--- config.mk ---
export PLATFORM = sky130hd
export DESIGN_NAME = rx_deglitch_filter
export DESIGN_NICKNAME = d
export VERILOG_FILES = /design/src/rtl/uart_rx_pkg.sv /design/src/rtl/rx_filter_chan.sv /design/src/rtl/rx_deglitch_filter.sv
export SDC_FILE = /design/constraint.sdc
export NUM_CORES = 1
export LEC_CHECK = 0
export CORE_AREA = 2 2 39 41
export CTS_CLUSTER_DIAMETER = 30
export DETAILED_ROUTE_END_ITERATION = 16
export DIE_AREA = 0 0 41 43
export GPL_TIMING_DRIVEN = 1
export HOLD_SLACK_MARGIN = 0.05
export PLACE_DENSITY = 0.44
export SYNTH_ARGS = -nofsm -noshare
export SYNTH_HDL_FRONTEND = slang
export SYNTH_HIERARCHICAL = 1
export SYNTH_SLANG_ARGS = --single-unit
export TNS_END_PERCENT = 1
--- constraint.sdc ---
create_clock -name CLK -period 3.13 [get_ports CLK]
set_input_delay 0.939 -clock CLK [delete_from_list [all_inputs] [get_ports CLK]]
set_output_delay 0.939 -clock CLK [all_outputs]
set_load 0.05 [all_outputs]
--- src/rtl/uart_rx_pkg.sv ---
// Shared types and limits for the RX deglitch filter.
// Filter mode, legal parameter ranges and the majority threshold.
package uart_rx_pkg;

   typedef enum logic {
      FILT_UNANIMOUS = 1'b0,
      FILT_MAJORITY  = 1'b1
   } filt_mode_e;

   localparam int DEPTH_MIN = 3;
   localparam int DEPTH_MAX = 15;
   localparam int CH_MAX    = 8;

   function automatic int maj_thresh(input int depth);
      return (depth + 1) / 2;
   endfunction

endpackage

--- src/rtl/rx_filter_chan.sv ---
// One RX channel: 2-flop synchroniser, sample window, filter,
// falling-edge and rejected-glitch pulse generation.
module rx_filter_chan
   import uart_rx_pkg::*;
#(
   parameter int         DEPTH = 3,
   parameter filt_mode_e MODE  = FILT_UNANIMOUS
) (
   input  logic clk_i,
   input  logic rst_ni,
   input  logic rxc_i,
   input  logic rxen_i,
   input  logic rxd_i,
   output logic rxd_o,
   output logic fall_o,
   output logic glitch_o
);

   logic [1:0]       sync_q;
   logic [DEPTH-1:0] win_q, win_d, win_sh;
   logic             out_q, out_d;
   logic             prev_q;
   logic             dist_q, dist_d;
   logic             fall_q, fall_d;
   logic             glitch_q, glitch_d;
   logic             all1, all0, filt;

   assign win_sh = {win_q[DEPTH-2:0], sync_q[1]};
   assign all1   = &win_sh;
   assign all0   = ~|win_sh;

   if (MODE == FILT_MAJORITY) begin : g_maj
      localparam int CW = $clog2(DEPTH + 1);
      logic [CW-1:0] ones;
      always_comb begin
         ones = '0;
         for (int i = 0; i < DEPTH; i++) begin
            ones = ones + CW'(win_sh[i]);
         end
      end
      assign filt = (ones >= CW'(maj_thresh(DEPTH)));
   end else begin : g_unan
      assign filt = all1 | (~all0 & out_q);
   end

   always_comb begin
      win_d    = win_q;
      out_d    = out_q;
      dist_d   = dist_q;
      fall_d   = 1'b0;
      glitch_d = 1'b0;
      if (!rxen_i) begin
         win_d  = '1;
         out_d  = 1'b1;
         dist_d = 1'b0;
      end else begin
         fall_d = prev_q & ~out_q;
         if (rxc_i) begin
            win_d = win_sh;
            out_d = filt;
            // A real transition ends the disturbance silently.
            if (filt != out_q) begin
               dist_d = 1'b0;
            end else if (all1 | all0) begin
               dist_d   = 1'b0;
               glitch_d = dist_q;
            end else begin
               dist_d = 1'b1;
            end
         end
      end
   end

   always_ff @(posedge clk_i or negedge rst_ni) begin
      if (!rst_ni) begin
         sync_q   <= '1;
         win_q    <= '1;
         out_q    <= 1'b1;
         prev_q   <= 1'b1;
         dist_q   <= 1'b0;
         fall_q   <= 1'b0;
         glitch_q <= 1'b0;
      end else begin
         sync_q   <= {sync_q[0], rxd_i};
         win_q    <= win_d;
         out_q    <= out_d;
         prev_q   <= out_q;
         dist_q   <= dist_d;
         fall_q   <= fall_d;
         glitch_q <= glitch_d;
      end
   end

   assign rxd_o    = out_q;
   assign fall_o   = fall_q;
   assign glitch_o = glitch_q;

endmodule

--- src/rtl/rx_deglitch_filter.sv ---
// Multi-channel RX deglitch filter: parameter checks and
// one independent filter channel per RX input.
module rx_deglitch_filter
   import uart_rx_pkg::*;
#(
   parameter int         CH    = 1,
   parameter int         DEPTH = 3,
   parameter filt_mode_e MODE  = FILT_UNANIMOUS
) (
   input  logic          CLK,
   input  logic          RST_N,
   input  logic          RXC,
   input  logic          RXEN,
   input  logic [CH-1:0] RXD_IN,
   output logic [CH-1:0] RXD_OUT,
   output logic [CH-1:0] EDGE_FALL,
   output logic [CH-1:0] GLITCH
);

   if (DEPTH < DEPTH_MIN || DEPTH > DEPTH_MAX ||
       (DEPTH % 2) == 0) begin : g_bad_depth
      $error("rx_deglitch_filter: illegal DEPTH %0d", DEPTH);
   end

   if (CH < 1 || CH > CH_MAX) begin : g_bad_ch
      $error("rx_deglitch_filter: illegal CH %0d", CH);
   end

   for (genvar c = 0; c < CH; c++) begin : g_chan
      rx_filter_chan #(
         .DEPTH (DEPTH),
         .MODE  (MODE)
      ) u_chan (
         .clk_i    (CLK),
         .rst_ni   (RST_N),
         .rxc_i    (RXC),
         .rxen_i   (RXEN),
         .rxd_i    (RXD_IN[c]),
         .rxd_o    (RXD_OUT[c]),
         .fall_o   (EDGE_FALL[c]),
         .glitch_o (GLITCH[c])
      );
   end

endmodule

==> flow_summary.ini <==
[critical_path]
worst-setup-path-type = reg2out
cp_top_family = buffers and inverters
path_buf_inv = 1
endpoint = RXD_OUT
arrival_ps = 1630
cp_data_required_time_ps = 2190
crit_start = g_chan[0].u_chan/rxd_o
critPathLaunchType = register
critPathCaptureType = output port
regToRegEndpoint = g_chan[0].u_chan/glitch_o
path_max_fanout = 6
cp_slowest_cell = clkdlybuf4s50_1
r2r-start = g_chan[0].u_chan/win_q[0]
worst-r2r-cell-count = 2
path_cells = clkdlybuf4s50_1
worstSetupPathDepth = 1
r2r_slack_ps = 1990
slowest_delay_ps = 810

[detailed_routing]
wl_per_cell_um = 10.98
drt_iter0_drc = 4
drc = 0
vias = 263
drtPass1Iterations = 4
postRouteAntennaNets = 0
wirelength_um = 582
vias_per_cell = 4.962

[final_layout]
nFillCells = 139
final_common_cell = clkdlybuf4s50_1
multi_input_area_um2 = 105.1
areaGrowthSynthToFinish_pct = 32.97
drive_gt1_frac = 0.2703
final_cell_mix = clkdlybuf4s50_1, dfstp_2, clkbuf_4, nand2_1, dfrtp_1
antenna_cells = 0
final_nets = 43
final-seq-area_um2 = 232.7

[logic_synthesis]
synth-seq-cells = 9
synth_seq_area_share = 0.6739
syn_inst = 27
syn_avg_cell_area_um2 = 12.79
synthesis.area_um2 = 345.3
synth_nets = 32
ys_types = 15
yosysWarnings = 6

[grt]
grt_util_met2 = 0.1063
grt_pass1_vias = 229
grt_overflow_total = 0
grt_busiest_layer = met2
met3_usage = 0.07853
grt_pass1_wl_um = 979
use_met1 = 0.1000
track_usage = 0.09543
antenna_found_initial = 0
grt_max_degree = 10

[run_status]
outcome = complete, no violations

[clock_tree]
clock_latency_ps = 260
clockBufferDepth = 2
cts.clk_slew.worst_paths_ps = 70
clock_sinks = 9
cts_resized = 0
cts_buffers = 3
cts_tree = yes
cts_root_buf = clkbuf_4
cts-htree-levels = 1
hold_buffers = 0
post_cts_buffers = 0

[sta]
finalHoldViolations = 0
whs_ps = 359.1
final_max_slew_viol_count = 0
final-setup-viol-count = 0
clock.fmax_mhz = 388.6
worst_pin_slew_ps = 489.4
rsz0062_at_grt = no
fin_crit_ps = 2573
slew_headroom = 0.6727
period_share = 0.8221
tns_ps = 0
clock_skew_ps = 4.295

[die]
start_util = 0.2495
die_width_um = 41
pin_count = 8
die_area_mm2 = 0.001763
core-area_mm2 = 0.001384
fp-row-count = 14
die_h_um = 43

[placement]
gp_congestion = 0.7520
port_buffers = 7
dpl.hpwl_um = 409.2

[min_path]
hold_path.class = reg2reg

[power]
power_density_mw_per_mm2 = 506.4
p_leak_nw = 0.1970
max-vdd-ir-drop_v = 0.0002288

[flow_run]
maxCapViolCount = 0
per-layer routing:
metal / wire length (µm) / up-vias / share of wire
li1: - / 122 / -
met5: 0 / - / 0
met2: 281 / 9 / 0.48
met3: 36 / 2 / 0.062
met4: 10 / 0 / 0.017
met1: 254 / 130 / 0.44
logic make-up after synthesis:
family          count (synthesis)  share of synthesized area
buf+inv                         2                    0.02172
simple gates                   11                     0.1920
flops                           9                     0.6739
mux                             2                    0.05797
compound gates                  3                    0.05432
report_power, final:
group	total, mW	internal [mW]	switching (mW)
Clock	0.0901	0.0472	0.0429
Sequential	0.126	0.122	0.00387
Combinational	0.0162	0.00834	0.00785
Total	0.233	0.178	0.0546
cell type report:
cell class / instances / area share
Tap cell: 16 / 0.04360
Clock inverter: 1 / 0.01090
Clock buffer: 3 / 0.04905
Inverter: 1 / 0.008174
Multi-Input combinational cell: 16 / 0.2289
Timing Repair Buffer: 7 / 0.1526
Sequential cell: 9 / 0.5068
flip-flops by register name (all words and copies together) (netlist names):
signal	count
g_chan.u_chan/win_q	2
g_chan.u_chan/sync_q	2
g_chan.u_chan/dist_q	1
g_chan.u_chan/prev_q	1
g_chan.u_chan/glitch_o	1
g_chan.u_chan/fall_o	1
g_chan.u_chan/rxd_o	1
per-stage QoR:
| stage | setup slack (ps) | utilization | area (µm²) | instances | power [mW] |
|---|---|---|---|---|---|
| CTS | 543.0 | 0.3318 | 459.2 | 53 | 0.2361 |
| finish | 556.8 | 0.3318 | 459.2 | 53 | 0.2325 |
| global placement | 840.8 | 0.3119 | 431.7 | 49 | 0.1442 |
| floorplan | 1498 | - | 345.3 | 27 | 0.1343 |
| global route | 493.8 | 0.3318 | 459.2 | 53 | 0.2478 |
| detailed placement | 838.8 | 0.3119 | 431.7 | 49 | 0.1443 |
synth_stat cells:
cell type	count	area (µm²)
o2111ai_1	1	8.760
or4_1	1	7.510
nor4b_1	1	8.760
and3_1	1	6.260
mux2i_1	2	20.02
nand3_1	1	5.000
dfrtp_1	3	75.07
clkbuf_1	1	3.750
a21oi_1	1	5.000
nor3b_1	2	15.01
inv_1	1	3.750
o21ai_0	1	5.000
nand4_1	2	12.51
dfstp_2	6	157.7
nand2_1	3	11.26
worst min path at each step:
stage	start	end	slack (ps)	depth (start not counted)
2_1_floorplan	g_chan[0].u_chan/sync_q[0]	g_chan[0].u_chan/sync_q[1]	350	0
3_3_place_gp	g_chan[0].u_chan/sync_q[0]	g_chan[0].u_chan/sync_q[1]	350	0
3_5_place_dp	g_chan[0].u_chan/sync_q[0]	g_chan[0].u_chan/sync_q[1]	350	0
4_1_cts	g_chan[0].u_chan/sync_q[0]	g_chan[0].u_chan/sync_q[1]	360	0
5_1_grt	g_chan[0].u_chan/sync_q[0]	g_chan[0].u_chan/sync_q[1]	370	0
6_report	g_chan[0].u_chan/sync_q[0]	g_chan[0].u_chan/sync_q[1]	360	0
Note: power is estimated with default switching activity, not from simulation.
